**config.mk**
```make
export PLATFORM = sky130hd
export DESIGN_NAME = mips32_scoreboard_regfile
export DESIGN_NICKNAME = d
export VERILOG_FILES = /design/src/rtl/mips32_scoreboard_regfile.sv
export SDC_FILE = /design/constraint.sdc
export NUM_CORES = 2
export LEC_CHECK = 0
export CAP_MARGIN = 20
export CORE_AREA = 2 2 402 404
export DETAILED_ROUTE_END_ITERATION = 7
export DIE_AREA = 0 0 404 406
export GPL_ROUTABILITY_DRIVEN = 0
export PLACE_DENSITY = 0.57
export SYNTH_ARGS = -nofsm -noshare
export SYNTH_HDL_FRONTEND = slang
export SYNTH_SLANG_ARGS = --single-unit
```
**constraint.sdc**
```tcl
create_clock -name clk -period 7.86 [get_ports clk]
set_clock_uncertainty 0.2 [all_clocks]
set_input_delay 0.786 -clock clk [delete_from_list [all_inputs] [get_ports clk]]
set_output_delay 0.786 -clock clk [all_outputs]
set_load 0.01 [all_outputs]
```
**src/rtl/mips32_scoreboard_regfile.sv**
```systemverilog
// Multi-read-port register file with write-back bypass and a per-register
// pending-write scoreboard that flags RAW hazards to the decode stage.
module mips32_scoreboard_regfile #(
  parameter int unsigned DATA_W    = 32,
  parameter int unsigned ADDR_W    = 5,
  parameter int unsigned NUM_RD    = 2,
  parameter int unsigned MAX_PEND  = 3,
  parameter int unsigned INIT_MODE = 1
) (
  input  logic                                     clk,
  input  logic                                     rst_n,
  input  logic [NUM_RD-1:0]                        rd_en,
  input  logic [NUM_RD*ADDR_W-1:0]                 rd_addr,
  output logic [NUM_RD*DATA_W-1:0]                 rd_data,
  output logic [NUM_RD-1:0]                        rd_busy,
  output logic                                     stall,
  input  logic                                     issue_valid,
  input  logic [ADDR_W-1:0]                        issue_dst,
  output logic                                     issue_ready,
  input  logic                                     wb_valid,
  input  logic [ADDR_W-1:0]                        wb_addr,
  input  logic [DATA_W-1:0]                        wb_data,
  output logic [ADDR_W+$clog2(MAX_PEND+1)-1:0]     pend_total,
  output logic                                     err_underflow,
  output logic                                     err_overflow
);

  localparam int unsigned NREGS = 1 << ADDR_W;
  localparam int unsigned CW    = $clog2(MAX_PEND + 1);
  localparam int unsigned TW    = ADDR_W + CW;

  logic [DATA_W-1:0] regs_q [NREGS];
  logic [CW-1:0]     pend_q [NREGS];
  logic [CW-1:0]     pend_d [NREGS];
  logic [TW-1:0]     pend_total_q, pend_total_d;
  logic              err_underflow_q, err_underflow_d;
  logic              err_overflow_q, err_overflow_d;

  logic issue_acc;
  logic wb_live;
  logic wb_dec;

  // Claim acceptance ignores any same-cycle write-back to the same register.
  assign issue_ready = (issue_dst == '0) || (pend_q[issue_dst] != CW'(MAX_PEND));
  assign issue_acc   = issue_valid && issue_ready && (issue_dst != '0);
  assign wb_live     = wb_valid && (wb_addr != '0);
  assign wb_dec      = wb_live && (pend_q[wb_addr] != '0);

  // Read ports: R0 reads zero, a same-cycle write-back is forwarded, and a
  // register whose only outstanding write retires now is not reported busy.
  for (genvar i = 0; i < NUM_RD; i++) begin : g_rd
    logic [ADDR_W-1:0] a;
    logic              hit;
    assign a   = rd_addr[i*ADDR_W +: ADDR_W];
    assign hit = wb_valid && (wb_addr == a);
    assign rd_data[i*DATA_W +: DATA_W] = (a == '0) ? '0 : (hit ? wb_data : regs_q[a]);
    assign rd_busy[i] = (a != '0) && (pend_q[a] > CW'(hit));
  end

  assign stall = |(rd_en & rd_busy);

  // Scoreboard next state: counter updates, error flags and the new total.
  always_comb begin
    err_underflow_d = err_underflow_q;
    err_overflow_d  = err_overflow_q;
    pend_total_d    = '0;
    for (int k = 0; k < NREGS; k++) begin
      pend_d[k] = pend_q[k]
                + CW'(issue_acc && (issue_dst == ADDR_W'(k)))
                - CW'(wb_dec && (wb_addr == ADDR_W'(k)));
    end
    for (int k = 0; k < NREGS; k++) begin
      pend_total_d = pend_total_d + TW'(pend_d[k]);
    end
    if (wb_live && !wb_dec) err_underflow_d = 1'b1;
    if (issue_valid && !issue_ready) err_overflow_d = 1'b1;
  end

  // State registers: register contents, pending counters, total and flags.
  always_ff @(posedge clk or negedge rst_n) begin
    if (!rst_n) begin
      for (int k = 0; k < NREGS; k++) begin
        regs_q[k] <= (INIT_MODE == 1 && k != 0) ? DATA_W'(k) : '0;
        pend_q[k] <= '0;
      end
      pend_total_q    <= '0;
      err_underflow_q <= 1'b0;
      err_overflow_q  <= 1'b0;
    end else begin
      if (wb_live) regs_q[wb_addr] <= wb_data;
      pend_q          <= pend_d;
      pend_total_q    <= pend_total_d;
      err_underflow_q <= err_underflow_d;
      err_overflow_q  <= err_overflow_d;
    end
  end

  assign pend_total    = pend_total_q;
  assign err_underflow = err_underflow_q;
  assign err_overflow  = err_overflow_q;

endmodule
```
==> impl_metrics.py <==
metrics = {
    "outcome": {
        "status": "completed",
    },
    "clocking": {
        "clock_sinks": 1097,
        "cts_max_level": 4,
        "clkTransAtPathRegs_ns": 0.06,
        "clockBufferDepth": 3,
        "cts-buffers-inserted": 133,
        "cts_tree": "built",
        "clockRootBuffer": "clkbuf_16",
        "clk_latency_ns": 0.78,
    },
    "job": {
        "cap_violations": 0,
    },
    "route": {
        "wl_met2_um": 102900,
        "drt-met1-wl_um": 93110,
        "drc_errors": 0,
        "ant_nets": 0,
        "dr_wl_met3_um": 15020,
        "wirelength_um": 218700,
        "drt_iter0_drc": 3874,
        "firstDrtPassIters": 5,
        "vias": 42320,
        "vias_per_cell": 6.246,
        "highest_layer": "met5",
        "post_drt_wl_per_cell_um": 32.28,
    },
    "worst_setup_path": {
        "endpoint": "pend_total[5]",
        "r2r_start": "pend_q[17]",
        "startpoint": "pend_q[17]",
        "crit_slowest_cell": "fa_1",
        "path_class": "reg -> reg",
        "critPathMaxFanout": 5,
        "slowest_delay_ns": 0.55,
        "endpoint_kind": "flop",
        "r2r_end": "pend_total[5]",
        "regToRegSetupSlack_ns": 0.11,
        "crit_required_ns": 8.33,
        "worstPathArrival_ns": 8.21,
        "rr_worst_depth": 30,
        "worstSetupStartpointType": "flop",
    },
    "cells_and_area": {
        "drive_gt1_frac": 0.4430,
        "fin_nets": 4778,
        "n_fill_cell": 14330,
        "multi_input_area_mm2": 0.03365,
        "syn_to_final_growth_pct": 14.17,
        "fin_util": 0.4539,
        "seq_area_mm2": 0.02758,
        "layout_common_cells": "dfrtp_1 (991), mux2_2 (917), mux4_2 (486)",
        "stdcell_count": 6775,
        "mostFrequentLayoutCell": "dfrtp_1",
    },
    "sta": {
        "slew_headroom": 0.2074,
        "max_freq_ghz": 0.1290,
        "min_period_ns": 7.749,
        "holdWs_ns": 0.1958,
        "tightestPinTransition_ns": 1.187,
        "slew_violations": 0,
        "rsz0062_at_grt": "true",
        "hold_violations": 0,
        "post-route-period-util": 0.9859,
        "finalSetupViolCount": 0,
    },
    "synthesis": {
        "ys_types": 75,
        "syn_area_mm2": 0.06347,
        "synth_edf_count": 0,
        "syn_avg_cell_area_um2": 14.06,
        "netlist.area_leader.share": 0.4009,
        "syn_nets": 4708,
        "ys_ff_latch": 1097,
        "yosysSeqAreaShare": 0.4341,
        "synthTopCellsByArea": "dfrtp_1 (40%), mux4_2 (17%), mux2_2 (16%)",
        "synth_top_cell_by_area": "dfrtp_1",
        "yosysWarnings": 0,
        "ys.flop_type": "dfrtp_1",
        "synth-async-reset-ratio": 1.000,
        "synth_cells": 4514,
    },
    "die": {
        "fp.dieW_um": 404,
        "io_pins": 135,
        "dieArea_mm2": 0.1640,
        "start_util": 0.3976,
        "core_area_mm2": 0.1596,
        "rows": 147,
        "die_h_um": 406,
    },
    "power": {
        "power.density_mw_per_mm2": 464.8,
        "total_power_uw": 33680,
        "peakVddDrop_uv": 8379,
        "p_leak_uw": 0.03159,
    },
    "min_path": {
        "hold_class": "reg -> reg",
    },
    "global_route": {
        "antenna_found_initial": 6,
        "grt_pass1_wl_um": 316600,
        "grt_pass1_vias": 43430,
        "grt_max_degree": 161,
        "grt.total_usage": 0.2670,
        "gr-total-overflow": 0,
    },
    "placed_design": {
        "dp_cells": 6503,
        "port_buffers": 134,
        "dp_hpwl_um": 123000,
    },
}
area by class of cell:
type	count	area share
antenna	3	0.0001036
clock buffer	208	0.05401
clock inverter	29	0.004713
inverter	130	0.006872
multi-input combinational	2814	0.4643
sequential	1097	0.3806
tap	2086	0.03602
timing repair buffer	408	0.05337
what timing repair did:
| item | 4_1_cts | 5_1_grt |
|---|---|---|
| pin swaps | 2 | 11 |
| gates cloned | 2 | 1 |
| gates resized for setup | 11 | 51 |
| hold buffers | 1 | 0 |
| setup endpoints to repair | 5 | 5 |
| buffers inserted | 3 | 18 |
| hold endpoints to repair | 45 | 0 |
registers in the layout (all words and copies together), names as in the netlist:
register and cells:
pend_q 64, pend_total 7, err_overflow 1, regs_q 1024, err_underflow 1
synthesized netlist by cell type, types with 19 or more instances:
master,n
nand4_1,21
mux4_2,486
buf_2,154
o22ai_1,25
inv_1,127
nand2b_1,19
buf_6,20
xnor2_1,66
a221oi_1,70
nand2_1,116
buf_1,29
clkbuf_1,233
nor2b_1,19
nor3_1,24
a22oi_1,31
ha_1,76
fa_1,60
nand3_1,59
buf_4,31
o21ai_0,70
nor2_1,107
mux2_1,93
mux2_2,917
dfrtp_1,1017
mux2i_1,303
dfstp_2,80
a21oi_1,62
power by group:
group	internal, µW	switching, µW	total [µW]
Combinational	10300	9080	19300
Sequential	7200	1060	8260
Clock	3590	2500	6090
Total	21000	12600	33700
metal layers:
layer / GRT usage / up-vias
li1: - / 17210
met1: 0.3669 / 23080
met3: 0.05317 / 407
met5: 0 / -
met2: 0.4222 / 1608
met4: 0.09335 / 8
cells by family after synthesis:
family / Yosys count / share of synthesized area
mux: 1812 / 0.4048
buf+inv: 604 / 0.04427
xor+xnor: 76 / 0.01049
flops: 1097 / 0.4341
simple gates: 411 / 0.03018
fa+ha+maj: 136 / 0.03390
other cells: 1 / 0.00005908
compound gates: 377 / 0.04224
stage by stage:
stage | TNS, ns | worst slack, ns | cell area (µm²)
floorplan | -0.02842 | -0.02842 | 63540
global placement | -4.844 | -1.000 | 67530
detailed placement | -4.668 | -0.9501 | 67550
CTS | 0 | 0.0005276 | 71940
global route | -0.2567 | -0.1326 | 72460
finish | 0 | 0.1107 | 72470
critical path: cells and delay by family (launching register included):
family	cells	cell delay (ns)
AOI/OAI and AO/OA	5	0.83
xor gates and xnor gates	3	0.51
adders and majority gates	11	4.43
buffers and inverters	9	0.72
DFF	1	0.46
and+or+nand+nor	2	0.44
how the worst min path moves through the flow:
stage                            start           end  slack (ns)  depth (start not counted)
final                     regs_q[1021]  regs_q[1021]        0.20                          0
after global routing      regs_q[1002]  regs_q[1002]        0.21                          0
after global placement    regs_q[1002]  regs_q[1002]        0.18                          0
after detailed placement  regs_q[1009]  regs_q[1009]        0.18                          0
after CTS                 regs_q[1002]  regs_q[1002]        0.20                          0
after floorplan           regs_q[1000]  regs_q[1000]        0.24                          1
Note: power is estimated with default switching activity, not from simulation.
